`config.mk`:
```
export PLATFORM = sky130hd
export DESIGN_NAME = pb_timer_sched
export DESIGN_NICKNAME = d
export VERILOG_FILES = /design/src/rtl/pb_timer_sched.sv
export SDC_FILE = /design/constraint.sdc
export NUM_CORES = 1
export LEC_CHECK = 0
export CAP_MARGIN = 10
export CORE_UTILIZATION = 70
export CTS_BUF_LIST = sky130_fd_sc_hd__clkbuf_4 sky130_fd_sc_hd__clkbuf_8
export DETAILED_ROUTE_END_ITERATION = 8
export GPL_ROUTABILITY_DRIVEN = 0
export GPL_TIMING_DRIVEN = 0
export PLACE_DENSITY_LB_ADDON = 0.15
export SLEW_MARGIN = 20
export SYNTH_ARGS = -nofsm -noshare
export SYNTH_HDL_FRONTEND = slang
export SYNTH_SLANG_ARGS = --single-unit
```
`constraint.sdc`:
```
create_clock -name clk -period 11.65 [get_ports clk]
set_input_delay 1.165 -clock clk [delete_from_list [all_inputs] [get_ports clk]]
set_output_delay 1.165 -clock clk [all_outputs]
set_load 0.05 [all_outputs]
```
`src/rtl/pb_timer_sched.sv`:
```
// Four virtual 16-bit timer channels sharing one decrementer, scanned one channel
// per clock on each prescaler tick; Picoblaze port_id/strobe register interface.
module pb_timer_sched #(
   parameter logic [7:0] BASE_ADDRESS = 8'h00,
   parameter int         NUM_CH       = 4
) (
   input  logic       clk,
   input  logic       reset,
   input  logic [7:0] port_id,
   input  logic [7:0] data_in,
   output logic [7:0] data_out,
   input  logic       read_strobe,
   input  logic       write_strobe,
   output logic       interrupt
);

   typedef enum logic {S_IDLE, S_SCAN} state_t;

   state_t                   r_state;
   logic [1:0]               r_ch;
   logic                     r_gen;
   logic                     r_ovr;
   logic                     r_tick_q;
   logic [7:0]               r_prescale;
   logic [7:0]               r_pcnt;
   logic [NUM_CH-1:0]        r_ch_en;
   logic [NUM_CH-1:0]        r_oneshot;
   logic [NUM_CH-1:0]        r_pending;
   logic [NUM_CH-1:0]        r_mask;
   logic [NUM_CH-1:0][15:0]  r_period;
   logic [NUM_CH-1:0][15:0]  r_count;

   logic                     w_sel;
   logic                     w_wr;
   logic                     w_rd;
   logic [3:0]               w_off;
   logic [1:0]               w_idx;
   logic                     w_ps_wr;
   logic                     w_tick;
   logic                     w_visit;
   logic [15:0]              w_cur;
   logic [15:0]              w_dec;
   logic                     w_expire;
   logic [NUM_CH-1:0]        w_set;
   logic [NUM_CH-1:0]        w_w1c;
   logic [7:0]               w_rdata;

   assign w_sel    = (port_id[7:4] == BASE_ADDRESS[7:4]);
   assign w_off    = port_id[3:0];
   assign w_idx    = w_off[2:1];
   assign w_wr     = write_strobe & w_sel;
   assign w_rd     = read_strobe & w_sel;
   assign w_ps_wr  = w_wr && (w_off == 4'h1);
   assign w_tick   = r_gen && (r_pcnt == r_prescale) && !w_ps_wr;

   // One shared decrementer, steered by the channel under visit
   assign w_visit  = (r_state == S_SCAN);
   assign w_cur    = r_count[r_ch];
   assign w_dec    = w_cur - 16'd1;
   assign w_expire = w_visit && r_ch_en[r_ch] && (w_cur == 16'd0);
   assign w_set    = w_expire ? (NUM_CH'(1) << r_ch) : '0;
   assign w_w1c    = (w_wr && (w_off == 4'h4)) ? data_in[NUM_CH-1:0] : '0;

   always_ff @(posedge clk or posedge reset) begin
      if (reset)
         r_pcnt <= 8'h00;
      else if (!r_gen || w_ps_wr || w_tick)
         r_pcnt <= 8'h00;
      else
         r_pcnt <= r_pcnt + 8'd1;
   end

   always_ff @(posedge clk or posedge reset) begin
      if (reset) begin
         r_state    <= S_IDLE;
         r_ch       <= 2'd0;
         r_gen      <= 1'b0;
         r_ovr      <= 1'b0;
         r_tick_q   <= 1'b0;
         r_prescale <= 8'h00;
         r_ch_en    <= '0;
         r_oneshot  <= '0;
         r_pending  <= '0;
         r_mask     <= '0;
         r_period   <= '0;
         r_count    <= '0;
      end else begin
         if (w_rd && (w_off == 4'h0))
            r_ovr <= 1'b0;

         case (r_state)
            S_IDLE: begin
               if (r_tick_q || w_tick) begin
                  r_state  <= S_SCAN;
                  r_ch     <= 2'd0;
                  // a fresh tick landing as the stored one is consumed stays queued
                  r_tick_q <= r_tick_q & w_tick;
               end
            end
            S_SCAN: begin
               r_ch <= r_ch + 2'd1;
               if (r_ch == 2'd3)
                  r_state <= S_IDLE;
               if (w_tick) begin
                  if (r_tick_q)
                     r_ovr <= 1'b1;
                  else
                     r_tick_q <= 1'b1;
               end
            end
            default: r_state <= S_IDLE;
         endcase

         if (!r_gen)
            r_tick_q <= 1'b0;

         if (w_visit && r_ch_en[r_ch]) begin
            if (w_cur != 16'd0)
               r_count[r_ch] <= w_dec;
            else if (!r_oneshot[r_ch])
               r_count[r_ch] <= r_period[r_ch];
            else
               r_ch_en[r_ch] <= 1'b0;
         end

         r_pending <= (r_pending & ~w_w1c) | w_set;

         // CPU writes come last so they override same-cycle hardware updates
         if (w_wr) begin
            case (w_off)
               4'h0: r_gen      <= data_in[0];
               4'h1: r_prescale <= data_in;
               4'h2: r_ch_en    <= data_in[NUM_CH-1:0];
               4'h3: r_oneshot  <= data_in[NUM_CH-1:0];
               4'h5: r_mask     <= data_in[NUM_CH-1:0];
               default: begin
                  if (w_off[3]) begin
                     if (w_off[0]) begin
                        r_period[w_idx][15:8] <= data_in;
                        r_count[w_idx]        <= {data_in, r_period[w_idx][7:0]};
                     end else begin
                        r_period[w_idx][7:0]  <= data_in;
                     end
                  end
               end
            endcase
         end
      end
   end

   always_comb begin
      w_rdata = 8'h00;
      case (w_off)
         4'h0: w_rdata = {r_ovr, 6'b000000, r_gen};
         4'h1: w_rdata = r_prescale;
         4'h2: w_rdata = 8'(r_ch_en);
         4'h3: w_rdata = 8'(r_oneshot);
         4'h4: w_rdata = 8'(r_pending);
         4'h5: w_rdata = 8'(r_mask);
         default: begin
            if (w_off[3])
               w_rdata = w_off[0] ? r_period[w_idx][15:8] : r_period[w_idx][7:0];
         end
      endcase
   end

   always_ff @(posedge clk or posedge reset) begin
      if (reset) begin
         data_out  <= 8'h00;
         interrupt <= 1'b0;
      end else begin
         data_out  <= w_sel ? w_rdata : 8'h00;
         interrupt <= |(r_pending & r_mask);
      end
   end

endmodule

```
# Word level (Yosys, flattened, before mapping)
# Index checks and enable logic that the tools add are counted.
[op_classes]
n_mux = 58
shifts = 1
bitwise = 11
add_sub_neg = 3
reduce_logical = 26
order_cmp = 4
n_eq_ne = 10
[op_table]
columns = ["operator", "n"]
rows = [
  ["$mux W64", 8],
  ["$bwmux W64", 5],
  ["$demux W16 S2", 4],
  ["$bmux W16 S2", 3],
  ["$mux W16", 6],
  ["$pmux W8 S6", 1],
  ["$mux W8", 5],
  ["$mux W4", 7],
  ["$logic_not A16 Y1", 1],
  ["$reduce_bool A16 Y1", 1],
  ["$sub A16 B1 Y16 const B", 1],
  ["$and A4 B4 Y4", 3],
  ["$mux W1", 12],
  ["$reduce_and A2 Y1", 5],
  ["$logic_and A1 B1 Y1", 9],
  ["$add A8 B1 Y8 const B", 1],
  ["$eq A4 B2 Y1 const B", 2],
  ["$eq A4 B3 Y1 const B", 2],
  ["$eq A8 B8 Y1", 1],
  ["$logic_not A4 Y1", 2],
  ["$not A4 Y4", 2],
  ["$lt A2 B3 Y1 const B", 2],
  ["$reduce_or A5 Y1", 1],
  ["$bmux W1 S2", 2],
  ["other kinds (19)", 27],
]
[word_totals]
ff_bits = 175
input_bits = 20
wordCells = 134
output_inout_bits = 9

# Logic depth before layout (Yosys ltp)
# Gate-level depths: netlist of the first run.
[depth]
word_depth = 13
mapped_depth = 13
ltp_nobuf = 8

# Worst setup path before layout of the first run
# Ideal clock, no wire load.
[synth_path]
kind = "input to register"
start = "input port_id[1]"
end = "register data_out[1]"
stages = 7
t_arrival_ns = 2.964
n_path_buf = 2
path_slack_ns = 8.558
setup_time_ns = 0.128
required_time_ns = 11.522
cell_sequence = "clkbuf_1 buf_1 mux4_2 mux2i_1 a21oi_1 a221oi_1 nor2_1"
[synth_between]
elab_chain_len = 6
elab_cells_between_ends = 12
classes_between = "eq/ne (5); mux (6); reduce/logical (1)"
[synth_rtl]
columns = ["item", "line", "text"]
rows = [
  ["start: declaration", "9", "input logic [7:0] port_id,"],
  ["$bmux W16 S2", "162", "w_rdata = w_off[0] ? r_period[w_idx][15:8] : r_period[w_idx][7:0];"],
  ["$mux W16 (implied by the code)", "162", ""],
  ["$mux W8", "162", ""],
  ["$mux W8", "161", "if (w_off[3])"],
  ["$pmux W8 S6 *", "153", "case (w_off)"],
  ["$mux W8 *", "172", "data_out <= w_sel ? w_rdata : 8'h00;"],
  ["end signal: assignment", "172", ""],
  ["end: declaration", "11", "output logic [7:0] data_out,"],
]
# Every way passes the cells marked *; elsewhere a longest branch is shown, timed or not. The select of a mux whose other input is x is not followed.
# A chain may end at the register's enable or synchronous reset.

# Worst setup path after layout of the first run
[layout_path]
start = "register r_ch[1]"
end = "register r_count[14] (netlist name)"
[layout_between]
elab_chain_len = 13
elab_cells_between_ends = 26
classes_between = "add/sub (1); order compare (2); mux (20); reduce/logical (3)"
[layout_rtl]
columns = ["item", "line", "text"]
rows = [
  ["start: declaration", "20", "logic [1:0] r_ch;"],
  ["start signal: assignment", "101", "r_ch <= r_ch + 2'd1;"],
  ["parallel branches: the longest is 7 deep, another holds $sub A16 B1 Y16", "--", ""],
  ["$mux W64 *", "117", "if (w_visit && r_ch_en[r_ch]) begin"],
  ["$bwmux W64", "140", "r_count[w_idx] <= {data_in, r_period[w_idx][7:0]};"],
  ["$mux W64", "138", "if (w_off[0]) begin"],
  ["$mux W64", "137", "if (w_off[3]) begin"],
  ["$mux W64", "130", "case (w_off)"],
  ["$mux W64 *", "129", "if (w_wr) begin"],
  ["end signal: indexed assignment", "119", "r_count[r_ch] <= w_dec;"],
  ["end signal: indexed assignment", "121", "r_count[r_ch] <= r_period[r_ch];"],
  ["end signal: indexed assignment", "140", ""],
  ["end: declaration", "31", "logic [NUM_CH-1:0][15:0] r_count;"],
]
# Mark *: on every way between the ends. The select of a mux whose other input is x is not followed.

==> results of run 1 <==
==> metal layers <==
metal / vias to the layer above / global-route usage / routed length, um
met5: - / 0 / 0
met2: 1003 / 0.712 / 16500
met3: 316 / 0.206 / 5860
li1: 4242 / - / -
met1: 4965 / 0.590 / 12800
met4: 0 / 0.363 / 3220
==> synthesized netlist by cell type, types with 18 or more instances <==
cell type,instances
dfrtp_1,175
mux2_2,62
xor2_1,23
mux2i_1,69
a31oi_1,20
mux4_2,47
a22oi_1,35
buf_1,18
nand3_1,34
clkbuf_1,52
a21oi_1,23
o211ai_1,38
a211o_1,33
nand4_1,19
o21ai_0,25
nor2_1,107
nand2_1,157
==> cell families (layout without fill, tap and decap cells) <==
group / Yosys count / after routing / share of synthesized area
flip-flops: 175 / 175 / 0.391
buffers and inverters: 108 / 162 / 0.0420
multiplexers: 178 / 178 / 0.218
AND/OR/NAND/NOR: 390 / 390 / 0.167
AO/OA/AOI/OAI: 242 / 242 / 0.155
XOR/XNOR: 25 / 25 / 0.0195
adder cells (fa/ha/maj): 7 / 7 / 0.00782
==> power by group <==
part	switching [W]	internal (W)
Clock	0.000270	0.000172
Combinational	0.000741	0.000433
Sequential	0.000107	0.000711
==> cell type report <==
class / count / share of cell area
Buffer: 96 / 0.0351
Tap cell: 211 / 0.0218
Multi-Input combinational cell: 842 / 0.525
Clock inverter: 13 / 0.0114
Sequential cell: 175 / 0.361
Inverter: 12 / 0.00434
Clock buffer: 19 / 0.0216
Timing Repair Buffer: 22 / 0.0194
==> path summary, 6_finish.rpt <==
check                                              start                  endpoint  cells after the start
min in group asynchronous                          reset     r_count[31]$_DFF_PP0_                      2
worst max-delay path                 r_ch[1]$_DFFE_PP0P_     r_count[14]$_DFF_PP0_                     12
worst min-delay path            r_period[31]$_DFFE_PP0P_  r_period[31]$_DFFE_PP0P_                      2
worst max register to register       r_ch[1]$_DFFE_PP0P_     r_count[14]$_DFF_PP0_                     12
max in group asynchronous                          reset      r_ch_en[2]$_DFF_PP0_                      3
worst min register to register  r_period[31]$_DFFE_PP0P_  r_period[31]$_DFFE_PP0P_                      2
==> through the flow <==
step           power [W]  worst slack (ns)  std cells
3_3_place_gp     0.00190              3.37       1356
4_1_cts          0.00236              7.38       1389
2_1_floorplan    0.00162              5.74       1125
3_5_place_dp     0.00194              6.98       1357
6_report         0.00243              7.08       1390
5_1_grt          0.00252              7.07       1390
==> flip-flops by register name (all words and copies together) (netlist names), 4 cells and up <==
name        flops
r_pcnt          8
r_pending       4
r_prescale      8
r_period       64
r_oneshot       4
data_out        8
r_count        64
r_mask          4
r_ch_en         4
==> critical path: cells and delay by family, from the launching register on <==
kind / cells / cell delay (ns)
adders and majority gates: 1 / 0.27
and+or+nand+nor: 1 / 0.08
DFF: 1 / 0.38
AOI/OAI and AO/OA: 2 / 0.20
buffers and inverters: 7 / 3.27
muxes: 1 / 0.24
==> metrics.csv, run 1 <==
metric,value,unit
status,"complete, but fails checks",
violations,design-rule violations,
nets,1193,
regArea,4380,um2
synth_top_area_frac,0.391,
grt_overflow,0,
critical_path.most_common_cell,buf_2,
clockBufferDepth,2,
die_w,129,um
arrival,4.95,ns
yosysUniqueCellTypes,61,
synth_area_leaders,"dfrtp_1 (39%), mux4_2 (9.4%), mux2_2 (6.2%)",
path_cells,"buf_2, buf_2, buf_1, clkbuf_1, inv_1, ha_1, nand2b_1, clkbuf_1, buf_2, mux2i_1, o21a_1, o31ai_1",
max_cap_violations,0,
finalSetupViolations,0,
setup_tns,0,ns
wl,38.4,mm
n_antenna_cell,0,
fp.coreArea,15400,um2
multi_input_area,6360,um2
avgSynthCellArea,9.96,um2
io_pins,29,
synthCells,1125,
die_y,129,um
yosysSeqAreaShare,0.391,
grt_first_pass_wirelength,58.6,mm
drc,1,
p_leak,5.30,nW
path_max_fanout,10,
worst_hold_slack,0.524,ns
hold_path_class,flip-flop to flip-flop,
rsz0062_at_grt,false,
ys_seq_elements,175,
placed_area,11700,um2
drt_iter0_drc,1986,
min_period,4.57,ns
cts_hold_buffers,0,
start_util,0.726,
hold_viol_final,0,
skew,0.0216,ns
dieArea,16500,um2
vias,10500,
worstSkewPairLatency,0.50,ns
post-route-util,0.785,
cts_tree,yes,
rows,45,
grt_usage,0.492,
drive_gt1_frac,0.159,
nFillCells,1017,
synth_top_cell_by_area,dfrtp_1,
syn_nets,1152,
wl_per_cell,27.6,um
cpPeakStageDelay,0.71,ns
synth_edf_count,0,
worstPathRequired,12.04,ns
final_common_cell,dfrtp_1,
ys_warn_count,0,
slew_violations,0,
final_cell_mix,"dfrtp_1 (175), nand2_1 (157), nor2_1 (107), mux2i_1 (69), mux2_2 (62)",
cts_sinks,175,
grt_pass1_vias,10200,
vdd_ir_drop_max,113,uV
cts_buffers,17,
grt_antenna_before_repair,0,
cts_resized,0,
worstSetupPathType,flip-flop to flip-flop,
critPathSlowestCell,clkbuf_1,
end_kind,flip-flop,
tightest_slew,1.22,ns
syn_area,11200,um2
r2r_slack,7.08,ns
first_pass_iters,9,
via_per_inst,7.57,
fmaxAchievable,219,MHz
cts_root_buf,clkbuf_8,
synth_flop_cell,dfrtp_1,
start_kind,flip-flop,
synthArstFlopShare,1.00,
path_clk_slew,0.10,ns
grt_max_degree,90,
portBuffers,20,
htree_levels,4,
final_cell_area,12100,um2
postCtsSetupRepairBufs,0,
powerDensity,201,nW/um2
timing.final.crit_share,0.392,
place_hpwl,26.1,mm
area_growth,8.12,%
relSlewSlack,0.184,
ant_nets,0,
(Power assumes the default switching activity.)
==> run 2: changes to the inputs <==
Settings changed: CORE_UTILIZATION 70 to 59.
Clock period 11.65 ns to 4.1 ns, I/O delays scaled along.
==> metrics.csv, run 2 (synthesis results as in run 1) <==
metric,value,unit,change
dp_cells,1385,,was 1357
wl_per_cell,27.3,um,was 27.6 um
status,"complete, but fails checks",,unchanged
seqPwrFrac,0.331,,was 0.336
violations,design-rule violations,,unchanged
start_kind,flip-flop,,unchanged
cts_root_buf,clkbuf_8,,unchanged
swShare,0.452,,was 0.459
rsz0062_at_grt,false,,unchanged
grt_usage,0.413,,was 0.492
final_common_cell,dfrtp_1,,unchanged
p_leak,5.35,nW,was 5.30 nW
p_int,0.00385,W,was 0.00132 W
nFillCells,1499,,was 1017
top_regs,"r_count: 64 flops, r_period: 64 flops",,unchanged
fmaxAchievable,260,MHz,was 219 MHz
ant_nets,0,,unchanged
timing.final.crit_share,0.936,,was 0.392
vdd_ir_drop_max,274,uV,was 113 uV
die_w,140,um,was 129 um
skew,0.0108,ns,was 0.0216 ns
arrival,4.22,ns,was 4.95 ns
grt_pass1_vias,9951,,was 10200
cts_tree,yes,,unchanged
dieArea,19500,um2,was 16500 um2
die_y,140,um,was 129 um
combPwrFrac,0.473,,was 0.482
htree_levels,4,,unchanged
drt_iter0_drc,1414,,was 1986
vias,10200,,was 10500
hold_path_class,primary input to asynchronous set/reset pin,,was flip-flop to flip-flop
area_growth,9.68,%,was 8.12%
worst_hold_slack,0.275,ns,was 0.524 ns
fp.coreArea,18600,um2,was 15400 um2
p_sw,0.00318,W,was 0.00112 W
fin_cells,1417,,was 1390
path_clk_slew,0.11,ns,was 0.10 ns
max_cap_violations,0,,unchanged
worstPathRequired,4.48,ns,was 12.04 ns
clockBufferDepth,2,,unchanged
path_max_fanout,19,,was 10
end_kind,flip-flop,,unchanged
grt_first_pass_wirelength,59.5,mm,was 58.6 mm
finalSetupViolations,0,,unchanged
drc,4,,was 1
rows,50,,was 45
grt_overflow,0,,unchanged
io_pins,29,,unchanged
first_pass_iters,9,,unchanged
cts_sinks,175,,unchanged
drive_gt1_frac,0.162,,was 0.159
regArea,4380,um2,unchanged
grt_antenna_before_repair,2,,was 0
wl,38.7,mm,was 38.4 mm
place_hpwl,26.7,mm,was 26.1 mm
min_period,3.84,ns,was 4.57 ns
via_per_inst,7.18,,was 7.57
cts_buffers,17,,unchanged
nets,1196,,was 1193
worstSkewPairLatency,0.49,ns,was 0.50 ns
start_util,0.601,,was 0.726
powerDensity,571,nW/um2,was 201 nW/um2
tightest_slew,1.25,ns,was 1.22 ns
p_clk_frac,0.196,,was 0.182
final_cell_mix,"dfrtp_1 (175), nand2_1 (157), nor2_1 (107), mux2i_1 (69), mux2_2 (62)",,unchanged
relSlewSlack,0.167,,was 0.184
slew_violations,0,,unchanged
worstSetupPathType,flip-flop to flip-flop,,unchanged
portBuffers,20,,unchanged
multi_input_area,6360,um2,unchanged
grt_max_degree,32,,was 90
setup_tns,0,ns,unchanged
hold_viol_final,0,,unchanged
## run 2: layer usage
metal | vias to the layer above | global-route usage | share of wire
li1 | 4265 | - | -
met1 | 4932 | 0.533 | 0.37
met2 | 775 | 0.626 | 0.45
met3 | 198 | 0.124 | 0.12
met4 | 4 | 0.224 | 0.059
met5 | - | 0 | 0.0010
## run 2: path summary, 6_finish.rpt
path,start,endpoint,slack (ns),depth (start not counted)
max in group asynchronous,reset,r_period[42]$_DFFE_PP0P_,2.68,6
min,reset,r_count[15]$_DFF_PP0_,0.27,2
max,r_ch[1]$_DFFE_PP0P_,r_count[36]$_DFF_PP0_,0.26,10
min in group clk,data_in[3],r_pending[3]$_DFF_PP0_,0.43,3
min reg2reg,r_period[61]$_DFFE_PP0P_,r_period[61]$_DFFE_PP0P_,0.52,2
max reg2reg,r_ch[1]$_DFFE_PP0P_,r_count[36]$_DFF_PP0_,0.26,10
## run 2: per-stage QoR
stage | utilization | cell area (um2) | power [W] | worst slack, ns
after detailed placement | 0.635 | 11800 | 0.00553 | -0.164
after CTS | 0.659 | 12300 | 0.00688 | 0.115
after floorplan | - | 11200 | 0.00460 | 1.12
after global routing | 0.659 | 12300 | 0.00730 | 0.0899
after global placement | 0.628 | 11700 | 0.00546 | -0.126
final | 0.659 | 12300 | 0.00702 | 0.261
## run 2: cell type report
type,count,area share
Buffer,95,0.0344
Timing Repair Buffer,26,0.0273
Sequential cell,175,0.356
Multi-Input combinational cell,842,0.517
Clock inverter,15,0.0175
Tap cell,234,0.0238
Inverter,12,0.00397
Clock buffer,17,0.0190
Antenna cell,1,0.000204
## run 2: worst max-delay path: stages, from the launching register on
cell      delay, ns
dfrtp_1        0.38
buf_2          0.35
buf_2          0.59
mux4_2         0.50
inv_1          0.11
ha_1           0.17
nor2b_1        0.55
nor2b_1        0.25
xnor2_1        0.26
a211oi_1       0.16
or3_1          0.39
## run 2: power groups by stage
stage / sequential [W] / clock, W / combinational, W
2_1_floorplan: 0.00225 / 0 / 0.00235
3_3_place_gp: 0.00232 / 0 / 0.00314
3_5_place_dp: 0.00233 / 0 / 0.00320
4_1_cts: 0.00230 / 0.00137 / 0.00321
5_1_grt: 0.00235 / 0.00143 / 0.00352
6_report: 0.00232 / 0.00138 / 0.00332
## run 2: repair_timing
item	CTS	global route
hold endpoints to repair	0	0
setup buffers	0	0
gates cloned	0	0
endpoints found under the setup margin	26	13
hold buffers	0	0
resized for setup	1	0
